<file path="config.mk">
export PLATFORM = sky130hd
export DESIGN_NAME = led_seq_scheduler
export DESIGN_NICKNAME = d
export VERILOG_FILES = /design/src/rtl/led_seq_pkg.sv /design/src/rtl/led_tick_gen.sv /design/src/rtl/led_seq_scheduler.sv
export SDC_FILE = /design/constraint.sdc
export NUM_CORES = 1
export LEC_CHECK = 0
export ABC_AREA = 1
export BUFFER_PORTS_ARGS = -buffer_cell sky130_fd_sc_hd__buf_4
export CORE_MARGIN = 3
export CORE_UTILIZATION = 60
export DETAILED_ROUTE_END_ITERATION = 8
export PLACE_DENSITY = 0.8
export SLEW_MARGIN = 5
export SYNTH_ARGS = -nofsm -noshare
export SYNTH_HDL_FRONTEND = slang
export SYNTH_SLANG_ARGS = --single-unit
</file>
<file path="constraint.sdc">
create_clock -name sys_clk -period 4.3 [get_ports sys_clk]
set_input_delay 0.43 -clock sys_clk [delete_from_list [all_inputs] [get_ports sys_clk]]
set_output_delay 0.43 -clock sys_clk [all_outputs]
set_load 0.01 [all_outputs]
</file>
<file path="src/rtl/led_seq_pkg.sv">
// led_seq_pkg: shared definitions for the LED sequence scheduler.
//   - mode_e  : command mode encodings (OFF, FLOW_L, FLOW_R, BLINK)
//   - state_e : scheduler FSM states
//   - DEFAULT_LED_W, BLINK_CYCLE_LEN: sizing and pattern-cycle constants
// Flow patterns use one step per LED, so their cycle length is LED_W and
// is computed where LED_W is known.
package led_seq_pkg;

  typedef enum logic [1:0] {
    MODE_OFF    = 2'b00,
    MODE_FLOW_L = 2'b01,
    MODE_FLOW_R = 2'b10,
    MODE_BLINK  = 2'b11
  } mode_e;

  typedef enum logic [1:0] {
    ST_IDLE = 2'd0,
    ST_LOAD = 2'd1,
    ST_RUN  = 2'd2,
    ST_DONE = 2'd3
  } state_e;

  localparam int DEFAULT_LED_W   = 8;
  localparam int BLINK_CYCLE_LEN = 2;

endpackage

</file>
<file path="src/rtl/led_tick_gen.sv">
// led_tick_gen: step timer for the LED scheduler.
// A prescaler divides sys_clk into time units of PRESCALE cycles; a unit
// counter then emits one step_tick every max(period,1) units.
// Ports:
//   sys_clk   in   clock, rising edge
//   sys_rst   in   synchronous active-high reset
//   clear     in   holds both counters at 0 (used outside RUN)
//   period    in   time units per step; 0 behaves as 1
//   step_tick out  single-cycle pulse on the last cycle of each step
module led_tick_gen #(
  parameter int PRESCALE = 50000,
  parameter int PERIOD_W = 16
) (
  input  logic                sys_clk,
  input  logic                sys_rst,
  input  logic                clear,
  input  logic [PERIOD_W-1:0] period,
  output logic                step_tick
);

  localparam int PRE_W = (PRESCALE > 1) ? $clog2(PRESCALE) : 1;
  localparam logic [PRE_W-1:0] PRE_MAX = PRE_W'(PRESCALE - 1);

  logic [PRE_W-1:0]    pre_cnt;
  logic [PERIOD_W-1:0] unit_cnt;
  logic [PERIOD_W-1:0] last_unit;
  logic                unit_tick;

  // period 0 and period 1 both mean a single unit per step
  assign last_unit = (period == '0) ? '0 : (period - PERIOD_W'(1));
  assign unit_tick = (pre_cnt == PRE_MAX);
  assign step_tick = !clear && unit_tick && (unit_cnt == last_unit);

  always_ff @(posedge sys_clk) begin
    if (sys_rst || clear) begin
      pre_cnt  <= '0;
      unit_cnt <= '0;
    end else if (unit_tick) begin
      pre_cnt  <= '0;
      unit_cnt <= (unit_cnt == last_unit) ? '0 : (unit_cnt + PERIOD_W'(1));
    end else begin
      pre_cnt <= pre_cnt + PRE_W'(1);
    end
  end

endmodule

</file>
<file path="src/rtl/led_seq_scheduler.sv">
// led_seq_scheduler: command-driven LED pattern sequencer.
// Accepts FLOW_L / FLOW_R / BLINK / OFF commands, times each step through
// led_tick_gen, and runs a pattern for cmd_repeat full cycles (0 = until a
// new command preempts it).
// Handshake: a command transfers on a rising edge where cmd_valid and
// cmd_ready are both high; mode/period/repeat are latched on that edge.
// cmd_ready does not depend on cmd_valid. A held cmd_valid simply waits.
// Ports:
//   sys_clk, sys_rst        clock, synchronous active-high reset
//   cmd_valid/cmd_ready     command handshake
//   cmd_mode/period/repeat  command fields
//   cmd_duty                PWM duty, only when LED_PWM_DIM_EN is defined
//   led_out                 LED drive, 1 = lit
//   busy                    high in LOAD and RUN
//   done                    one-cycle pulse (DONE state)
//   state_dbg               current FSM state (state_e encoding)
// Optional feature macro: LED_PWM_DIM_EN (duty-cycle dimming of led_out).
module led_seq_scheduler
  import led_seq_pkg::*;
#(
  parameter int LED_W    = DEFAULT_LED_W,
  parameter int PRESCALE = 50000,
  parameter int PERIOD_W = 16
) (
  input  logic                sys_clk,
  input  logic                sys_rst,
  input  logic                cmd_valid,
  output logic                cmd_ready,
  input  logic [1:0]          cmd_mode,
  input  logic [PERIOD_W-1:0] cmd_period,
  input  logic [7:0]          cmd_repeat,
  output logic [LED_W-1:0]    led_out,
  output logic                busy,
  output logic                done,
`ifdef LED_PWM_DIM_EN
  input  logic [3:0]          cmd_duty,
`endif
  output logic [1:0]          state_dbg
);

  localparam int STEP_W = 8 + $clog2(LED_W);

  state_e              state_q, state_d;
  mode_e               mode_q;
  logic [PERIOD_W-1:0] period_q;
  logic [7:0]          repeat_q;
  logic [LED_W-1:0]    pattern_q, pattern_d;
  logic [STEP_W-1:0]   step_q, step_d;
  logic [STEP_W-1:0]   cycle_len;
  logic [STEP_W-1:0]   target;
  logic [LED_W-1:0]    init_pattern;
  logic [LED_W-1:0]    next_pattern;
  logic                accept;
  logic                final_step;
  logic                step_tick;

  led_tick_gen #(
    .PRESCALE (PRESCALE),
    .PERIOD_W (PERIOD_W)
  ) u_tick (
    .sys_clk   (sys_clk),
    .sys_rst   (sys_rst),
    .clear     (state_q != ST_RUN),
    .period    (period_q),
    .step_tick (step_tick)
  );

  assign accept = cmd_valid && cmd_ready;

  // Termination: the tick that would make the count reach repeat*cycle_len
  // ends the command instead of advancing the pattern.
  assign cycle_len  = (mode_q == MODE_BLINK) ? STEP_W'(BLINK_CYCLE_LEN) : STEP_W'(LED_W);
  assign target     = STEP_W'(repeat_q) * cycle_len;
  assign final_step = (repeat_q != 8'd0) && ((step_q + STEP_W'(1)) == target);

  always_comb begin
    init_pattern = '0;
    next_pattern = pattern_q;
    case (mode_q)
      MODE_FLOW_L: begin
        init_pattern = LED_W'(1);
        next_pattern = {pattern_q[LED_W-2:0], pattern_q[LED_W-1]};
      end
      MODE_FLOW_R: begin
        init_pattern = LED_W'(1) << (LED_W - 1);
        next_pattern = {pattern_q[0], pattern_q[LED_W-1:1]};
      end
      MODE_BLINK: begin
        init_pattern = '1;
        next_pattern = ~pattern_q;
      end
      default: begin
        init_pattern = '0;
        next_pattern = '0;
      end
    endcase
  end

  // FSM next state, datapath next values and handshake/status outputs
  always_comb begin
    state_d   = state_q;
    pattern_d = pattern_q;
    step_d    = step_q;
    cmd_ready = 1'b0;
    busy      = 1'b0;
    done      = 1'b0;
    case (state_q)
      ST_IDLE: begin
        cmd_ready = 1'b1;
        if (accept) state_d = ST_LOAD;
      end
      ST_LOAD: begin
        busy = 1'b1;
        if (mode_q == MODE_OFF) begin
          state_d   = ST_DONE;
          pattern_d = '0;
        end else begin
          state_d   = ST_RUN;
          pattern_d = init_pattern;
          step_d    = '0;
        end
      end
      ST_RUN: begin
        busy      = 1'b1;
        // only an unbounded command may be preempted
        cmd_ready = (repeat_q == 8'd0);
        if (accept) begin
          state_d = ST_LOAD;
        end else if (step_tick) begin
          if (final_step) begin
            state_d   = ST_DONE;
            pattern_d = '0;
          end else begin
            pattern_d = next_pattern;
            if (repeat_q != 8'd0) step_d = step_q + STEP_W'(1);
          end
        end
      end
      ST_DONE: begin
        done      = 1'b1;
        state_d   = ST_IDLE;
        pattern_d = '0;
      end
      default: state_d = ST_IDLE;
    endcase
  end

  always_ff @(posedge sys_clk) begin
    if (sys_rst) state_q <= ST_IDLE;
    else         state_q <= state_d;
  end

  always_ff @(posedge sys_clk) begin
    if (sys_rst) begin
      pattern_q <= '0;
      step_q    <= '0;
      mode_q    <= MODE_OFF;
      period_q  <= '0;
      repeat_q  <= '0;
    end else begin
      pattern_q <= pattern_d;
      step_q    <= step_d;
      if (accept) begin
        mode_q   <= mode_e'(cmd_mode);
        period_q <= cmd_period;
        repeat_q <= cmd_repeat;
      end
    end
  end

  assign state_dbg = state_q;

`ifdef LED_PWM_DIM_EN
  logic [3:0] duty_q;
  logic [3:0] pwm_cnt;

  always_ff @(posedge sys_clk) begin
    if (sys_rst) begin
      duty_q  <= '0;
      pwm_cnt <= '0;
    end else begin
      pwm_cnt <= pwm_cnt + 4'd1;
      if (accept) duty_q <= cmd_duty;
    end
  end

  // pattern_q is already 0 in DONE and after OFF, so those stay dark
  assign led_out = pattern_q & {LED_W{pwm_cnt < duty_q}};
`else
  assign led_out = pattern_q;
`endif

endmodule

</file>
==> results of run 1 <==
[worst max-delay path by stage]
stage,start,endpoint,depth (start not counted)
after global routing,mode_q[1],step_q[6],13
final,mode_q[0],step_q[7],13
after CTS,mode_q[0],step_q[7],13
after detailed placement,mode_q[0],step_q[7],15
after global placement,mode_q[0],step_q[2],13
after floorplan,mode_q[0],step_q[6],15
[cells by family after synthesis]
kind of cell	count (synthesis)
AO/OA/AOI/OAI	135
XOR/XNOR	21
adder cells (fa/ha/maj)	20
buffers and inverters	156
flip-flops	79
other	1
AND/OR/NAND/NOR	446
[tightest hold or removal path: stages]
cell	delay, ps
buf_4	70
o21ai_0	70
a21oi_1	100
[layout make-up]
| type | instances | area, um2 |
|---|---|---|
| Tap cell | 108 | 135.1 |
| Multi-Input combinational cell | 628 | 3243 |
| Timing Repair Buffer | 45 | 337.8 |
| Clock inverter | 7 | 80.08 |
| Sequential cell | 79 | 1582 |
| Clock buffer | 9 | 123.9 |
| Fill cell | 801 | 2766 |
| Inverter | 132 | 495.5 |
[power groups by stage]
| stage | logic, W | clock network, W | registers, W |
|---|---|---|---|
| 2_1_floorplan | 0.00109 | 0 | 0.000966 |
| 3_3_place_gp | 0.00137 | 0 | 0.000971 |
| 3_5_place_dp | 0.00141 | 0 | 0.000977 |
| 4_1_cts | 0.00142 | 0.000594 | 0.000961 |
| 5_1_grt | 0.00164 | 0.000620 | 0.000982 |
| 6_report | 0.00145 | 0.000591 | 0.000964 |
[synth_stat cells]
library cell	count	share of area
inv_1	128	0.088
nand3_1	60	0.055
fa_1	1	0.0037
xnor2_1	5	0.0080
nor4_1	4	0.0046
nand2_2	5	0.0057
nor3_4	1	0.0030
o211ai_1	10	0.014
nand2_1	208	0.14
nand3b_1	1	0.0014
nor3_2	1	0.0018
o21bai_1	1	0.0014
nand4_4	1	0.0039
nand3_4	1	0.0032
o21ai_0	53	0.049
and2_1	1	0.0012
o21bai_2	1	0.0021
conb_1	1	0.00069
clkbuf_1	12	0.0083
or2_0	1	0.0012
dfxtp_1	79	0.29
o31ai_1	1	0.0014
or2_2	3	0.0035
nor2_1	80	0.055
nand3_2	3	0.0055
buf_6	6	0.012
nand4_1	47	0.054
nor2_2	7	0.0080
buf_1	3	0.0021
ha_1	19	0.044
xor2_1	16	0.026
buf_2	3	0.0028
inv_2	4	0.0028
a21oi_1	67	0.062
nand4_2	3	0.0069
nor2_4	2	0.0041
nor3b_1	3	0.0041
a22oi_1	2	0.0028
nor3_1	14	0.013
[cells in the final DEF, fill, tap and decap left out, types with 3 or more instances in the layout]
cell type	n
nor3b_1	3
inv_2	4
nand3_1	60
buf_4	45
nand4_2	3
xnor2_1	5
nor2_2	7
o211ai_1	10
nand2_1	208
nand3_2	3
nor4_1	4
ha_1	19
a21oi_1	67
or2_2	3
clkbuf_8	9
nor2_1	80
inv_1	128
xor2_1	16
nor3_1	14
nand4_1	47
conb_1	6
nand2_2	5
dfxtp_1	79
o21ai_0	53
[per-layer routing]
layer / track usage / wire [um] / vias up
met5: 0 / 0 / -
met2: 0.4804 / 6830 / 217
li1: - / - / 2864
met4: 0.08078 / 188 / 0
met1: 0.3452 / 5813 / 2549
met3: 0.03581 / 863 / 22
[metrics by stage]
step                      setup slack (ps)  hold WS [ps]  utilization
after floorplan                       1252         417.9            -
after global placement                1359         428.8       0.6611
after detailed placement              1152         442.2       0.6611
after CTS                             1150         326.5       0.6843
after global routing                 793.8         339.8       0.6843
final                                 1150         337.5       0.6843
[sequential cells by signal (all words and copies together), names as in the netlist]
register / count
period_q: 16
u_tick.pre_cnt: 16
u_tick.unit_cnt: 16
step_q: 11
led_out: 8
repeat_q: 8
mode_q: 2
state_dbg: 2
==> run_results.csv, run 1 <==
group,metric,value,unit
outcome,status,"finished clean",
worst_setup_path,cp_top_family,"simple AND/OR/NAND/NOR gates",
yosys,netlist_area,5440,um2
worst_setup_path,required,4590,ps
yosys,synth_top_family_by_area,"simple AND/OR/NAND/NOR gates",
cells_and_area,antenna_cells,0,
sta,setup_violations,0,
yosys,ys_ff_latch,79,
place,place_congestion,0.9075,
sta,fmax,0.3175,GHz
worst_setup_path,max_stage_delay,420,ps
floorplanning,io_pins,42,
hold_path,min-delay-start,"cmd_repeat[5]",
worst_setup_path,worstSetupStartpointType,"register",
worst_setup_path,critPathKind,"register to register",
floorplanning,dieArea,10250,um2
global_routing,grt_util_all_layers,0.2721,
power,combPwrFrac,0.482,
yosys,postSynthCellCount,858,
power,p_clk_frac,0.197,
floorplanning,start_util,0.6208,
detailed_routing,ant_nets,0,
hold_path,hold_class,"input port to register",
sta,rsz0062_at_grt,"false",
place,place_area,5793,um2
yosys,yosysWarningCount,0,
place,placed_cells,992,
worst_setup_path,reg2reg_from,"mode_q[0]",
sta,drv_slew,0,
worst_setup_path,rr_endpoint,"step_q[7]",
yosys,synth_simple_gate_area_frac,0.3790,
detailed_routing,viasPerCell,5.607,
global_routing,grt_pass1_vias,5219,
sta,timing.setup.tns,0,ps
worst_setup_path,endpoint_kind,"register",
power,switchingPower,0.001361,W
cells_and_area,nets,944,
detailed_routing,drc,0,
sta,fin_crit_sh,0.7325,
power,power.share.sequential,0.321,
yosys,synth_compound_area_frac,0.1318,
sta,min_period,3150,ps
place,dp_hpwl,10110,um
place,io_buffers,41,
worst_setup_path,cp_num_buf_inv,0,
floorplanning,fp.dieW,101.2,um
worst_setup_path,worstPathMaxFanout,25,
yosys,synth_xor_area_frac,0.03381,
sta,hold_viol,0,
floorplanning,core_area,8763,um2
cells_and_area,finalInstanceArea,5997,um2
global_routing,antenna_found_initial,0,
hold_path,hold_depth,3,
clock_network,cts-root-buf,"clkbuf_8",
sta,relSlewSlack,0.5937,
detailed_routing,dr.pass1.iters,6,
detailed_routing,avgRoutedWirePerCell,13.59,um
worst_setup_path,reg2regPathDepth,13,
cells_and_area,fin_cells,1008,
cells_and_area,syn_to_final_growth,10.23,%
sta,skew,14.84,ps
global_routing,grt_pass1_wl,23000,um
floorplanning,num_rows,34,
clock_network,cts_tree,"built",
power,ir_worst_vdd,232.4,uV
clock_network,postCtsSetupBuffers,0,
power,p_leak,2.725,nW
power,p_int,0.001639,W
yosys,yosys.area_share.adder,0.04738,
worst_setup_path,crit_chain,"nand2_2 > nand2_1 > o21ai_0 > ha_1 > ha_1 > xnor2_1 > nor2_1 > nor2_1 > nand4_4 > or2_0 > nand3_2 > nand2_1 > a21oi_1",
clock_network,htree_num_levels,3,
yosys,synth.distinct_cells,39,
clock_network,cts_sinks,79,
clock_network,cts_buffers,9,
sta,max_slew.worst_pin.slew,609.4,ps
cells_and_area,drive_gt1_frac,0.1033,
clock_network,clock_path_buffers,2,
power,swShare,0.4537,
clock_network,ctsResizeCount,0,
power,fin_total_pwr,0.003001,W
detailed_routing,vias,5652,
yosys,synth_area_per_cell,6.341,um2
global_routing,gr-total-overflow,0,
clock_network,clk_pin_slew,100,ps
worst_setup_path,cp.arrival,3440,ps
detailed_routing,drt_iter0_drc,277,
worst_setup_path,slowest_stage,"dfxtp_1",
floorplanning,die_h,101.2,um
clock_network,hold_buffers,0,
run,maxCapViolations,0,
hold_path,holdPathEnd,"repeat_q[5]",
yosys,yosysSeqAreaShare,0.2907,
detailed_routing,finalWirelength,13700,um
clock_network,insertion_delay,360,ps
power,cellPowerDensity,500.3,nW/um2
worst_setup_path,rrSetupSlack,1150,ps
global_routing,grt_max_degree,54,
yosys,synthMuxAreaShare,0,
Note: power is estimated with default switching activity, not from simulation.
==> run 2: changes to the inputs <==
- CORE_UTILIZATION: 60 -> 55
- PLACE_DENSITY: 0.8 -> 0.77
- clock period: 4.3 -> 2.81 ns (I/O delays scaled with it)
==> run 2 against run 1 <==
Hold slack got worse by 160 ps. Core utilization fell by 2.2 points. Sequential share of layout area fell by 0.91 points. Sequential power rose by 55%. Critical endpoint is now step_q[2]. Critical path type unchanged. Combinational power rose by 61%. Cell count rose by 2.8%.
==> run_results.csv, run 2 (synthesized netlist as in run 1, its figures left out) <==
group,metric,value,unit
detailed_routing,drc,0,
sta,setup_violations,0,
power,p_leak,2.797,nW
global_routing,antenna_found_initial,0,
sta,drv_slew,0,
clock_network,cts_buffers,9,
global_routing,grt_pass1_vias,5181,
detailed_routing,avgRoutedWirePerCell,13.22,um
clock_network,clk_pin_slew,90,ps
detailed_routing,ant_nets,0,
detailed_routing,drt_iter0_drc,327,
hold_path,hold_class,"input port to register",
sta,relSlewSlack,0.5487,
worst_setup_path,endpoint_kind,"register",
power,fin_total_pwr,0.004796,W
sta,hold_viol,0,
floorplanning,io_pins,42,
floorplanning,dieArea,11120,um2
clock_network,htree_num_levels,3,
global_routing,grt_pass1_wl,22730,um
sta,min_period,2642,ps
worst_setup_path,worst-path-stages,16,
worst_setup_path,rrSetupSlack,170,ps
global_routing,grt_util_all_layers,0.2423,
clock_network,cts_sinks,79,
cells_and_area,nets,952,
sta,fmax,0.3785,GHz
clock_network,insertion_delay,360,ps
clock_network,cts-root-buf,"clkbuf_8",
worst_setup_path,worstPathMaxFanout,16,
detailed_routing,vias,5671,
cells_and_area,multi_input_area,3348,um2
worst_setup_path,max_stage_delay,410,ps
sta,fin_crit_sh,0.9402,
worst_setup_path,cp.arrival,2930,ps
cells_and_area,regArea,1589,um2
cells_and_area,layout_common_cells,"208 x nand2_1, 127 x inv_1, 79 x nor2_1",
global_routing,gr-total-overflow,0,
place,io_buffers,41,
outcome,status,"finished clean",
detailed_routing,viasPerCell,5.474,
hold_path,min-delay-start,"cmd_repeat[2]",
sta,max_slew.worst_pin.slew,671.8,ps
cells_and_area,antenna_cells,0,
floorplanning,start_util,0.5778,
hold_path,holdPathEnd,"repeat_q[2]",
global_routing,grt_max_degree,30,
cells_and_area,fill_cells,884,
worst_setup_path,cpMostUsedCell,"nand2_1",
power,cellPowerDensity,768.6,nW/um2
worst_setup_path,rr_endpoint,"step_q[2]",
sta,timing.setup.tns,0,ps
sta,skew,15.39,ps
worst_setup_path,reg2reg_from,"mode_q[0]",
hold_path,hold_depth,3,
cells_and_area,syn_to_final_growth,14.70,%
worst_setup_path,critPathKind,"register to register",
worst_setup_path,worstSetupStartpointType,"register",
clock_network,cts_tree,"built",
power,ir_worst_vdd,359.2,uV
detailed_routing,dr.pass1.iters,5,
clock_network,clock_path_buffers,2,
floorplanning,fp.dieW,105.5,um
floorplanning,die_h,105.5,um
worst_setup_path,crit_chain,"nand2_8 > buf_8 > nand2_1 > o21ai_0 > ha_1 > ha_4 > inv_1 > nand2_1 > nand2_1 > nand3_1 > nor2_2 > nand4_4 > or2_4 > nand3_4 > nand2_1 > a21oi_1",
cells_and_area,drive_gt1_frac,0.1202,
cells_and_area,reg.largest.list,"period_q: 16 flops, u_tick.pre_cnt: 16 flops, u_tick.unit_cnt: 16 flops",
cells_and_area,mostFrequentLayoutCell,"nand2_1",
run,maxCapViolations,0,
floorplanning,core_area,9415,um2
worst_setup_path,reg2regPathDepth,16,
worst_setup_path,slowest_stage,"dfxtp_4",
place,dp_hpwl,10620,um
worst_setup_path,required,3090,ps
clock_network,hold_buffers,0,
floorplanning,num_rows,35,
worst_setup_path,cp_top_family,"simple AND/OR/NAND/NOR gates",
worst_setup_path,cp_num_buf_inv,2,
place,place_congestion,0.9203,
detailed_routing,finalWirelength,13700,um
sta,rsz0062_at_grt,"false",
-- run 2: cell count changes in the layout (fill, tap and decap cells not counted), sizes merged --
| cell | previous run | this run |
|---|---|---|
| inv | 135 | 134 |
| nand3 | 64 | 65 |
| clkbuf | 9 | 11 |
| clkinv | 2 | 0 |
| buf | 45 | 52 |
| bufinv | 1 | 2 |
| clkinvlp | 1 | 0 |
-- run 2: where the power goes --
group / switching (W) / internal [W] / total, W
clock network: 0.000440 / 0.000527 / 0.000967
logic: 0.00145 / 0.000886 / 0.00234
registers: 0.000201 / 0.00129 / 0.00149
-- run 2: stage by stage --
stage | std cells | util | hold slack, ps | setup slack (ps) | area (um2)
after floorplan | 863 | - | 350.1 | 1.140 | 5472
after global placement | 1019 | 0.6266 | 429.3 | 140.7 | 5899
after detailed placement | 1019 | 0.6266 | 458.0 | 31.83 | 5899
after CTS | 1034 | 0.6506 | 167.5 | 3.715 | 6126
after global routing | 1036 | 0.6627 | 203.4 | 5.139 | 6240
final | 1036 | 0.6627 | 173.7 | 168.0 | 6240
-- run 2: what timing repair did --
action                     CTS  global route
pin swaps                    0             6
buffers inserted             0             1
cloned                       0             1
setup endpoints to repair    1            21
resized for setup            1            20
-- run 2: worst max path at each step --
stage,startpoint,end,slack (ps)
detailed placement,mode_q[0],step_q[2],30
CTS,mode_q[1],step_q[0],4
finish,mode_q[0],step_q[2],170
global placement,mode_q[0],step_q[1],140
global route,mode_q[1],step_q[2],5
floorplan,mode_q[0],step_q[6],1
-- run 2: cell type report --
class,instances,share of cell area
clock inverter,4,0.01243
multi-input combinational,629,0.5366
tap,129,0.02587
timing repair buffer,52,0.06838
sequential,79,0.2547
clock buffer,11,0.02266
inverter,132,0.07941
-- run 2: metal layers --
layer,global-route usage,vias up,routed length (um)
li1,-,2888,-
met1,0.3040,2616,5931
met2,0.4340,144,6890
met3,0.03307,23,661
met4,0.06373,0,216
met5,0,-,0
-- run 2: worst register-to-register path, delay by kind of cell (launching register included) --
| kind | cells | cell delay, ps |
|---|---|---|
| flip-flops | 1 | 410 |
| buffers and inverters | 2 | 220 |
| AO/OA/AOI/OAI | 2 | 200 |
| AND/OR/NAND/NOR | 10 | 1150 |
| adder cells (fa/ha/maj) | 2 | 590 |
==> run 3: changes to the inputs <==
- ABC_AREA: 1 -> default
- CORE_MARGIN: 3 -> 2
==> run 3 against run 2 <==
The flow now finishes with violations (setup timing). Synthesized area down 0.44%. Setup slack lost 590 ps. Critical path depth down 5. Fmax fell by 18%. First-iteration DRC count rose by 10%. Count of clock-buffer cells in the layout did not move. Die area shrank 4.2%. Core utilization rose by 8.3 points. Power is 19% higher. Critical path type unchanged. Largest cell class unchanged.
==> run_results.csv, run 3 <==
group,metric,value,unit
outcome,status,"complete, but fails checks",
outcome,violations,"setup timing",
global_routing,gr-total-overflow,0,
yosys,netlist_area,5416,um2
worst_setup_path,worstSetupStartpointType,"register",
clock_network,cts_buffers,9,
yosys,synth_top_area_cell,"dfxtp_1",
cells_and_area,syn_to_final_growth,33.31,%
yosys,postSynthCellCount,656,
floorplanning,die_h,103.2,um
worst_setup_path,cp.arrival,3540,ps
yosys,yosysSeqAreaShare,0.2920,
global_routing,grt_pass1_vias,5200,
place,placed_cells,891,
power,switchingPower,0.002303,W
power,combPwrFrac,0.593,
floorplanning,num_rows,36,
floorplanning,start_util,0.5593,
detailed_routing,finalWirelength,15980,um
clock_network,cts_tree,"built",
detailed_routing,viasPerCell,5.909,
worst_setup_path,max_stage_delay,500,ps
global_routing,antenna_found_initial,0,
cells_and_area,reg.largest.list,"period_q: 16 flops, u_tick.pre_cnt: 16 flops, u_tick.unit_cnt: 16 flops",
cells_and_area,fin_util,0.7456,
sta,relSlewSlack,0.5374,
power,p_clk_frac,0.163,
cells_and_area,fin_cells,921,
floorplanning,fp.dieW,103.2,um
global_routing,grt_pass1_wl,24860,um
yosys,synth_ff_type,"dfxtp_1",
yosys,synth_edf_count,0,
sta,drv_slew,0,
cells_and_area,nets,833,
hold_path,hold_class,"input port to register",
sta,hold_viol,0,
cells_and_area,layout_common_cells,"137 x buf_4, 90 x nor2_1, 75 x dfxtp_1",
clock_network,htree_num_levels,3,
place,dp_hpwl,11350,um
detailed_routing,ant_nets,0,
yosys,synthTopCellsByCount,"92 x nor2_1, 79 x dfxtp_1, 42 x nand2_1, 39 x mux2i_1, 33 x inv_1",
cells_and_area,fill_cells,683,
sta,min_period,3237,ps
cells_and_area,drive_gt1_frac,0.3185,
yosys,yosysMostFrequentCell,"nor2_1",
power,p_int,0.003411,W
power,power.share.sequential,0.244,
yosys,yosysWarningCount,0,
sta,skew,12.82,ps
sta,fin_crit_sh,1.152,
detailed_routing,drc,0,
detailed_routing,dr.pass1.iters,5,
global_routing,grt_util_all_layers,0.3008,
clock_network,clock_path_buffers,2,
clock_network,cts_sinks,79,
yosys,synthArstFlopShare,0,
cells_and_area,antenna_cells,0,
clock_network,clk_pin_slew,90,ps
place,post-place-ws,-576.7,ps
floorplanning,dieArea,10660,um2
worst_setup_path,crit_chain,"inv_2 > ha_4 > or4b_4 > buf_8 > o31ai_2 > o311ai_2 > a221oi_4 > o2111ai_4 > or4_4 > or3_1 > a211oi_2",
yosys,synth_area_per_cell,8.257,um2
power,fin_total_pwr,0.005713,W
run,maxCapViolations,0,
place,io_buffers,41,
worst_setup_path,critPathKind,"register to register",
sta,max_slew.worst_pin.slew,689.0,ps
yosys,ys_top_cells_by_area,"dfxtp_1 29%, mux2i_1 7.2%, nor2_1 6.4%, xnor2_1 5.2%, xor2_1 4.7%",
yosys,ys_ff_latch,79,
yosys,synth.distinct_cells,77,
detailed_routing,avgRoutedWirePerCell,17.35,um
clock_network,hold_buffers,0,
worst_setup_path,slowest_stage,"or4b_4",
detailed_routing,vias,5442,
worst_setup_path,required,3110,ps
sta,setup_violations,37,
sta,rsz0062_at_grt,"true",
global_routing,grt_max_degree,45,
floorplanning,core_area,9684,um2
sta,fmax,0.3089,GHz
place,place_congestion,0.9927,
worst_setup_path,worstPathMaxFanout,6,
power,cellPowerDensity,791.2,nW/um2
power,swShare,0.4030,
worst_setup_path,endpoint_kind,"register",
floorplanning,io_pins,42,
cells_and_area,mostFrequentLayoutCell,"buf_4",
power,p_leak,2.932,nW
sta,layout_setup_ws,-426.9,ps
yosys,synth_top_area_share,0.2920,
clock_network,insertion_delay,370,ps
clock_network,cts-root-buf,"clkbuf_8",
power,ir_worst_vdd,490.7,uV
detailed_routing,drt_iter0_drc,361,
## run 3: cell types whose count changed after synthesis, sizes merged, moves of 39 or more
cell / previous run / this run
inv: 132 / 34
mux2i: 0 / 39
nand3: 64 / 23
nand2: 213 / 42
nand4: 51 / 11
a21oi: 67 / 14
## run 3: routing by layer
layer	part of all wire	track usage	up-vias
li1	-	-	2601
met1	0.43	0.3694	2630
met2	0.50	0.5270	180
met3	0.050	0.06788	31
met4	0.024	0.09008	0
met5	0	0	-
## run 3: cell type report
class                   instances  area (um2)  share of cell area
clock buffers                  11       141.4             0.01958
clock inverters                 4       70.07            0.009704
inverters                      34       127.6             0.01767
multi-input cells             516        4004              0.5545
flip-flops and latches         79        1592              0.2204
well taps                     133       166.4             0.02305
repair buffers                144        1120              0.1551
## run 3: path summary, 6_finish.rpt
kind | from | end | cells after the start | slack (ps)
hold / removal | cmd_period[4] | period_q[4] | 3 | 150
hold reg to reg | u_tick.pre_cnt[0] | u_tick.pre_cnt[0] | 1 | 470
setup reg to reg | period_q[1] | state_dbg[1] | 11 | -430
setup / recovery | period_q[1] | state_dbg[1] | 11 | -430
## run 3: cell families (layout without fill, tap and decap cells)
| kind of cell | after synthesis | in the layout | synth area share |
|---|---|---|---|
| muxes | 46 | 46 | 0.08663 |
| buffers and inverters | 67 | 193 | 0.05243 |
| DFF | 79 | 79 | 0.2920 |
| other | 1 | 6 | 0.0006923 |
| xor gates and xnor gates | 62 | 62 | 0.1028 |
| adders and majority gates | 20 | 20 | 0.04759 |
| and+or+nand+nor | 269 | 269 | 0.2571 |
| AOI/OAI and AO/OA | 112 | 113 | 0.1608 |
## run 3: metrics by stage
| stage | hold slack, ps | cell area, um2 | setup TNS (ps) |
|---|---|---|---|
| 3_5_place_dp | 454.9 | 6568 | -15570 |
| 5_1_grt | 142.4 | 7221 | -17250 |
| 4_1_cts | 142.7 | 6980 | -11370 |
| 6_report | 151.8 | 7221 | -12720 |
| 3_3_place_gp | 429.1 | 6568 | -13010 |
| 2_1_floorplan | 413.2 | 5608 | -8484 |
## run 3: power by group through the flow
| stage | Sequential (W) | Clock (W) | Combinational [W] |
|---|---|---|---|
| 2_1_floorplan | 0.00143 | 0 | 0.00179 |
| 3_3_place_gp | 0.00140 | 0 | 0.00270 |
| 3_5_place_dp | 0.00141 | 0 | 0.00278 |
| 4_1_cts | 0.00139 | 0.000949 | 0.00299 |
| 5_1_grt | 0.00140 | 0.000999 | 0.00363 |
| 6_report | 0.00140 | 0.000932 | 0.00339 |
## run 3: critical path: cells and delay by family, from the launching register on
kind | cells | cell delay [ps]
AO/OA/AOI/OAI | 5 | 1180
adder cells (fa/ha/maj) | 1 | 130
buffers and inverters | 2 | 230
flip-flops | 1 | 330
AND/OR/NAND/NOR | 3 | 1290
## run 3: timing repair
item | 4_1_cts | 5_1_grt
pin swaps | 19 | 22
buffers inserted | 5 | 10
endpoints found under the setup margin | 37 | 51
hold endpoints to repair | 0 | 0
gates resized for setup | 40 | 34
gates cloned | 1 | 0
